### src/rtl/v_rx_text.sv
// Framed text-chunk receiver: type byte, size byte, payload; accepted chunks are
// committed to a stable buffer held until acked. Optional inter-byte timeout: V_RX_TEXT_TIMEOUT_EN.
module v_rx_text #(
  parameter int unsigned INTERFACE_RX_CHUNK_TYPE = 5,
  parameter int unsigned TEXT_BUFFER_BYTE_SIZE   = 33,
  parameter int unsigned TEXT_BUFFER_INDEX_SIZE  = 8,
  parameter int unsigned TIMEOUT_CYCLES          = 120000
) (
  input  logic                                 CLK,
  input  logic                                 reset,
  input  logic [7:0]                           rx_data,
  input  logic                                 rx_valid,
  input  logic                                 ack,
  output logic                                 text_valid,
  output logic [TEXT_BUFFER_INDEX_SIZE-1:0]    text_size,
  output logic [(TEXT_BUFFER_BYTE_SIZE-1)*8-1:0] text_bytes,
  output logic                                 rx_error,
  output logic                                 busy
);
  localparam int unsigned CAP = TEXT_BUFFER_BYTE_SIZE - 1;
  localparam int unsigned SW  = TEXT_BUFFER_INDEX_SIZE;
  localparam int unsigned IW  = (CAP > 1) ? $clog2(CAP) : 1;
  localparam logic [7:0]    TYPE_B = 8'(INTERFACE_RX_CHUNK_TYPE);
  localparam logic [SW-1:0] CAP_SZ = SW'(CAP);

  typedef enum logic [2:0] {S_IDLE, S_SIZE, S_PAYLOAD, S_DISCARD, S_COMMIT, S_READY} state_t;

  state_t                 state_q, state_d;
  logic                   tag_q, tag_d;
  logic [SW-1:0]          rem_q, rem_d, idx_q, idx_d;
  logic [SW-1:0]          wsize_q, wsize_d, csize_q, csize_d;
  logic [CAP-1:0][7:0]    work_q, work_d, cbuf_q, cbuf_d;
  logic                   err_q, err_d, valid_q, valid_d, busy_q, busy_d;

`ifdef V_RX_TEXT_TIMEOUT_EN
  localparam int unsigned TW = $clog2(TIMEOUT_CYCLES + 1);
  localparam logic [TW-1:0] TMO_MAX = TW'(TIMEOUT_CYCLES - 1);
  logic [TW-1:0] tmo_q, tmo_d;
`else
  logic unused_tmo;
  assign unused_tmo = ^TIMEOUT_CYCLES;
`endif

  always_comb begin
    state_d = state_q;
    tag_d   = tag_q;
    rem_d   = rem_q;
    idx_d   = idx_q;
    wsize_d = wsize_q;
    csize_d = csize_q;
    work_d  = work_q;
    cbuf_d  = cbuf_q;
    err_d   = 1'b0;
    case (state_q)
      S_IDLE: if (rx_valid) begin
        tag_d   = (rx_data == TYPE_B);
        state_d = S_SIZE;
      end
      S_SIZE: if (rx_valid) begin
        rem_d   = SW'(rx_data);
        wsize_d = SW'(rx_data);
        idx_d   = '0;
        work_d  = '0;
        if (!tag_q)                      state_d = (rx_data == 8'd0) ? S_IDLE : S_DISCARD;
        else if (SW'(rx_data) > CAP_SZ) begin
          state_d = S_DISCARD;
          err_d   = 1'b1;
        end
        else if (rx_data == 8'd0)        state_d = S_COMMIT;
        else                             state_d = S_PAYLOAD;
      end
      S_PAYLOAD: if (rx_valid) begin
        work_d[idx_q[IW-1:0]] = rx_data;
        idx_d = idx_q + 1'b1;
        rem_d = rem_q - 1'b1;
        if (rem_q == SW'(1)) state_d = S_COMMIT;
      end
      S_DISCARD: if (rx_valid) begin
        rem_d = rem_q - 1'b1;
        if (rem_q == SW'(1)) state_d = S_IDLE;
      end
      S_COMMIT: begin
        cbuf_d  = work_q;
        csize_d = wsize_q;
        state_d = S_READY;
        err_d   = rx_valid;
      end
      S_READY: begin
        err_d = rx_valid;  // overrun byte is dropped but ack still honoured
        if (ack) state_d = S_IDLE;
      end
      default: state_d = S_IDLE;
    endcase

`ifdef V_RX_TEXT_TIMEOUT_EN
    tmo_d = '0;
    if (state_q inside {S_SIZE, S_PAYLOAD, S_DISCARD} && !rx_valid) begin
      if (tmo_q == TMO_MAX) begin
        state_d = S_IDLE;
        err_d   = 1'b1;
      end else begin
        tmo_d = tmo_q + 1'b1;
      end
    end
`endif

    valid_d = (state_d == S_READY);
    busy_d  = (state_d inside {S_SIZE, S_PAYLOAD, S_DISCARD});
  end

  always_ff @(posedge CLK) begin
    if (reset) begin
      state_q <= S_IDLE;
      tag_q   <= 1'b0;
      rem_q   <= '0;
      idx_q   <= '0;
      wsize_q <= '0;
      csize_q <= '0;
      work_q  <= '0;
      cbuf_q  <= '0;
      err_q   <= 1'b0;
      valid_q <= 1'b0;
      busy_q  <= 1'b0;
`ifdef V_RX_TEXT_TIMEOUT_EN
      tmo_q   <= '0;
`endif
    end else begin
      state_q <= state_d;
      tag_q   <= tag_d;
      rem_q   <= rem_d;
      idx_q   <= idx_d;
      wsize_q <= wsize_d;
      csize_q <= csize_d;
      work_q  <= work_d;
      cbuf_q  <= cbuf_d;
      err_q   <= err_d;
      valid_q <= valid_d;
      busy_q  <= busy_d;
`ifdef V_RX_TEXT_TIMEOUT_EN
      tmo_q   <= tmo_d;
`endif
    end
  end

  assign text_valid = valid_q;
  assign text_size  = csize_q;
  assign text_bytes = cbuf_q;
  assign rx_error   = err_q;
  assign busy       = busy_q;
endmodule

### config.mk
export PLATFORM = sky130hd
export DESIGN_NAME = v_rx_text
export DESIGN_NICKNAME = d
export VERILOG_FILES = /design/src/rtl/v_rx_text.sv
export SDC_FILE = /design/constraint.sdc
export NUM_CORES = 1
export LEC_CHECK = 0
export BUFFER_PORTS_ARGS = -buffer_cell sky130_fd_sc_hd__buf_2
export CAP_MARGIN = 20
export CORE_MARGIN = 2
export CORE_UTILIZATION = 61
export DETAILED_ROUTE_END_ITERATION = 10
export PLACE_DENSITY = 0.84
export SLEW_MARGIN = 15
export SYNTH_ARGS = -nofsm -noshare
export SYNTH_HDL_FRONTEND = slang
export SYNTH_SLANG_ARGS = --single-unit
### constraint.sdc
create_clock -name CLK -period 3.8 [get_ports CLK]
set_clock_uncertainty 0.05 [all_clocks]
set_input_delay 0.76 -clock CLK [delete_from_list [all_inputs] [get_ports CLK]]
set_output_delay 0.76 -clock CLK [all_outputs]
set_load 0.1 [all_outputs]
==> metrics.cfg <==
[critical_path]
reg2reg_depth=5
r2r-start=state_q[1]
crit_path_start_kind=flop
cp_max_fo=21
cp-end-kind=flop
path_class=flop to flop
r2r-end=work_q[54]
critical_path.startpoint=state_q[1]
setup.worst_path.end=work_q[54]
crit_arrival_ns=3.49
cp.required_ns=4.17
reg2reg_slack_ns=0.68

[floorplanning]
die-area_sq_um=33600
initial_core_util_pct=62.1
core_sq_um=31600
rows=65
ios=279
fp.dieW_um=183
die_h_um=183

[global_route]
use_met2_pct=48.8
grtUsageMet3_pct=4.67
grt_pass1_wl_um=82100
top_usage_layer=met2
grt.met1_usage_pct=41.0
grt_max_degree=167
grt_pass1_vias=15600
grt_antenna_before_repair=7
grt.total_usage_pct=30.2
grt_overflow=0

[synth]
synthTopCellsByArea=dfxtp_1 56%, nand2_1 11%, a21oi_1 8.3%, nand3_1 6.0%, o21ai_0 4.5%
syn_area_sq_um=19600
netlist_instances=2325
ys_types=62
ys_seq_elements=548
avgSynthCellArea_sq_um=8.43
synth_largest_area_cell=dfxtp_1
synth-seq-area-share_pct=56.0
synth_top_area_share_pct=56.0
synth_edf_count=0
synthArstFlopShare_pct=0
yosysWarnings=0
postSynthNetCount=2343
ys.flop_type=dfxtp_1

[sta]
setup_tns_ns=0
finalHoldViolations=0
rsz0062_at_grt=no
fmax_ghz=0.321
period_minus_slack_ns=3.12
relSlewSlack_pct=22.9
drv_slew=0
worst_slew_pin_slew_ns=1.15
fin_crit_sh_pct=82.1
setup_viol=0

[detailed_routing]
routed-via-count=17000
dr.pass1.iters=6
post_drt_wl_per_cell_um=17.9
via_per_inst=5.84
final_antenna_net_count=0
routed_wl_um=52300
drt_iter0_drc=1721
drc_errors=0

[power]
power_density_nw_per_um2=506
peakVddDrop_v=0.000381
leakage_nw=8.34

[clock_tree]
cts_tree=done
cts_hold_buf=0
htree_levels=2
ctsResizeCount=0
numCtsBuffers=52
clk_pin_slew_ns=0.06
cts_root_buf=clkbuf_16
clk_latency_ns=0.57
clkSinkCount=548
cts_buffer_depth=3
post_cts_buffers=0

[finish]
drive_above_1_share_pct=17.0
final_cell_count_no_fill=2918
n_fill_cell=2445
nNetsFinal=2488
syn_to_final_growth_pct=15.2

[placed_design]
dp_hpwl_um=31100
gp_congestion=0.889
port_buffers=278
dp_cells=2817

[outcome]
status=complete, no violations

[job]
maxCapViolations=0

[min_path]
hp-class=flop to flop

[cell families after synthesis]
logic type / count (synthesis) / share of synthesized area (%)
compound gates: 541 / 14.1
xor+xnor: 4 / 0.217
fa+ha+maj: 6 / 0.383
buf+inv: 211 / 4.76
flops: 548 / 56.0
mux: 32 / 1.81
simple gates: 983 / 22.8
[per-layer routing]
metal  share of wire (%)  wire, um
met1                  42     22000
met2                  47     24400
met3                 8.2      4290
met4                 3.3      1710
met5                   0         0
[state kept, by name, summed over array words and instances (netlist names)]
signal / count
text_bytes: 256
work_q: 256
rem_q: 8
text_size: 8
wsize_q: 8
idx_q: 5
state_q: 3
busy: 1
rx_error: 1
tag_q: 1
text_valid: 1
[cell type report]
cell class / instances / area, sq um / area share [%]
clock buffers: 74 / 1470 / 6.49
inverters: 6 / 22.5 / 0.0998
clock inverters: 19 / 230 / 1.02
diodes: 7 / 17.5 / 0.0776
repair buffers: 296 / 1620 / 7.19
flip-flops and latches: 548 / 11000 / 48.6
multi-input cells: 1566 / 7730 / 34.3
well taps: 402 / 503 / 2.23
[cell usage in the layout, fill, tap and decap left out, types with 7 or more instances in the layout]
master	instances
a21oi_1	323
nand3b_1	33
clkinv_2	11
clkbuf_16	53
dfxtp_1	548
mux2_2	24
diode_2	7
buf_2	277
buf_4	10
nand3_1	236
nor2_1	41
nand2_1	586
and4_1	8
o21ai_0	176
nand4_1	22
o21ai_1	24
clkbuf_1	15
buf_12	7
nor2b_1	7
[stage by stage]
| step | setup WS (ns) | utilization [%] | total power [W] | hold slack, ns | cell area (sq um) |
|---|---|---|---|---|---|
| finish | 0.680 | 71.5 | 0.0114 | 0.400 | 22600 |
| global route | 0.542 | 71.5 | 0.0117 | 0.413 | 22600 |
| CTS | 0.791 | 71.4 | 0.0114 | 0.395 | 22500 |
| detailed placement | 0.584 | 66.1 | 0.00637 | 0.392 | 20800 |
| global placement | 0.702 | 66.1 | 0.00636 | 0.387 | 20800 |
| floorplan | 1.58 | - | 0.00624 | 0.377 | 19600 |
[worst max-delay path: stages (launching register included)]
cell and delay [ns]:
dfxtp_1 0.86, xor2_4 0.71, buf_4 0.40, nand4_1 0.54
nand3_1 0.29, o21ai_1 0.10
[where the power goes]
group,switching (W),internal (W)
combinational,0.000368,0.0000955
sequential,0.0000311,0.00576
clock,0.00215,0.00302
total,0.00255,0.00888
[cells in the mapped netlist (3+ instances only)]
| library cell | n |
|---|---|
| or2_2 | 6 |
| buf_6 | 4 |
| nand3_1 | 236 |
| nand2_1 | 586 |
| mux2i_1 | 5 |
| buf_1 | 13 |
| mux2_1 | 3 |
| inv_1 | 6 |
| clkbuf_2 | 4 |
| buf_4 | 5 |
| nor3b_1 | 3 |
| o21ai_0 | 176 |
| nand4_2 | 5 |
| dfxtp_1 | 548 |
| nor2b_1 | 7 |
| buf_2 | 69 |
| and4_1 | 8 |
| a21oi_1 | 323 |
| and3b_1 | 3 |
| nor2_1 | 42 |
| mux2_2 | 24 |
| nand2b_1 | 3 |
| nand4_1 | 22 |
| ha_1 | 6 |
| nor3_1 | 6 |
| nand3b_1 | 33 |
| clkbuf_1 | 110 |
| a21o_1 | 4 |
| o21ai_1 | 24 |
[how the worst min path moves through the flow]
stage	startpoint	end	slack (ns)	cells past startpoint
2_1_floorplan	work_q[64]	text_bytes[64]	0.38	2
3_3_place_gp	work_q[197]	text_bytes[197]	0.39	2
3_5_place_dp	work_q[66]	text_bytes[66]	0.39	2
4_1_cts	work_q[191]	text_bytes[191]	0.39	2
5_1_grt	text_bytes[156]	text_bytes[156]	0.41	2
6_report	text_bytes[170]	text_bytes[170]	0.40	2
No activity file was read; power rests on OpenSTA's default activity.
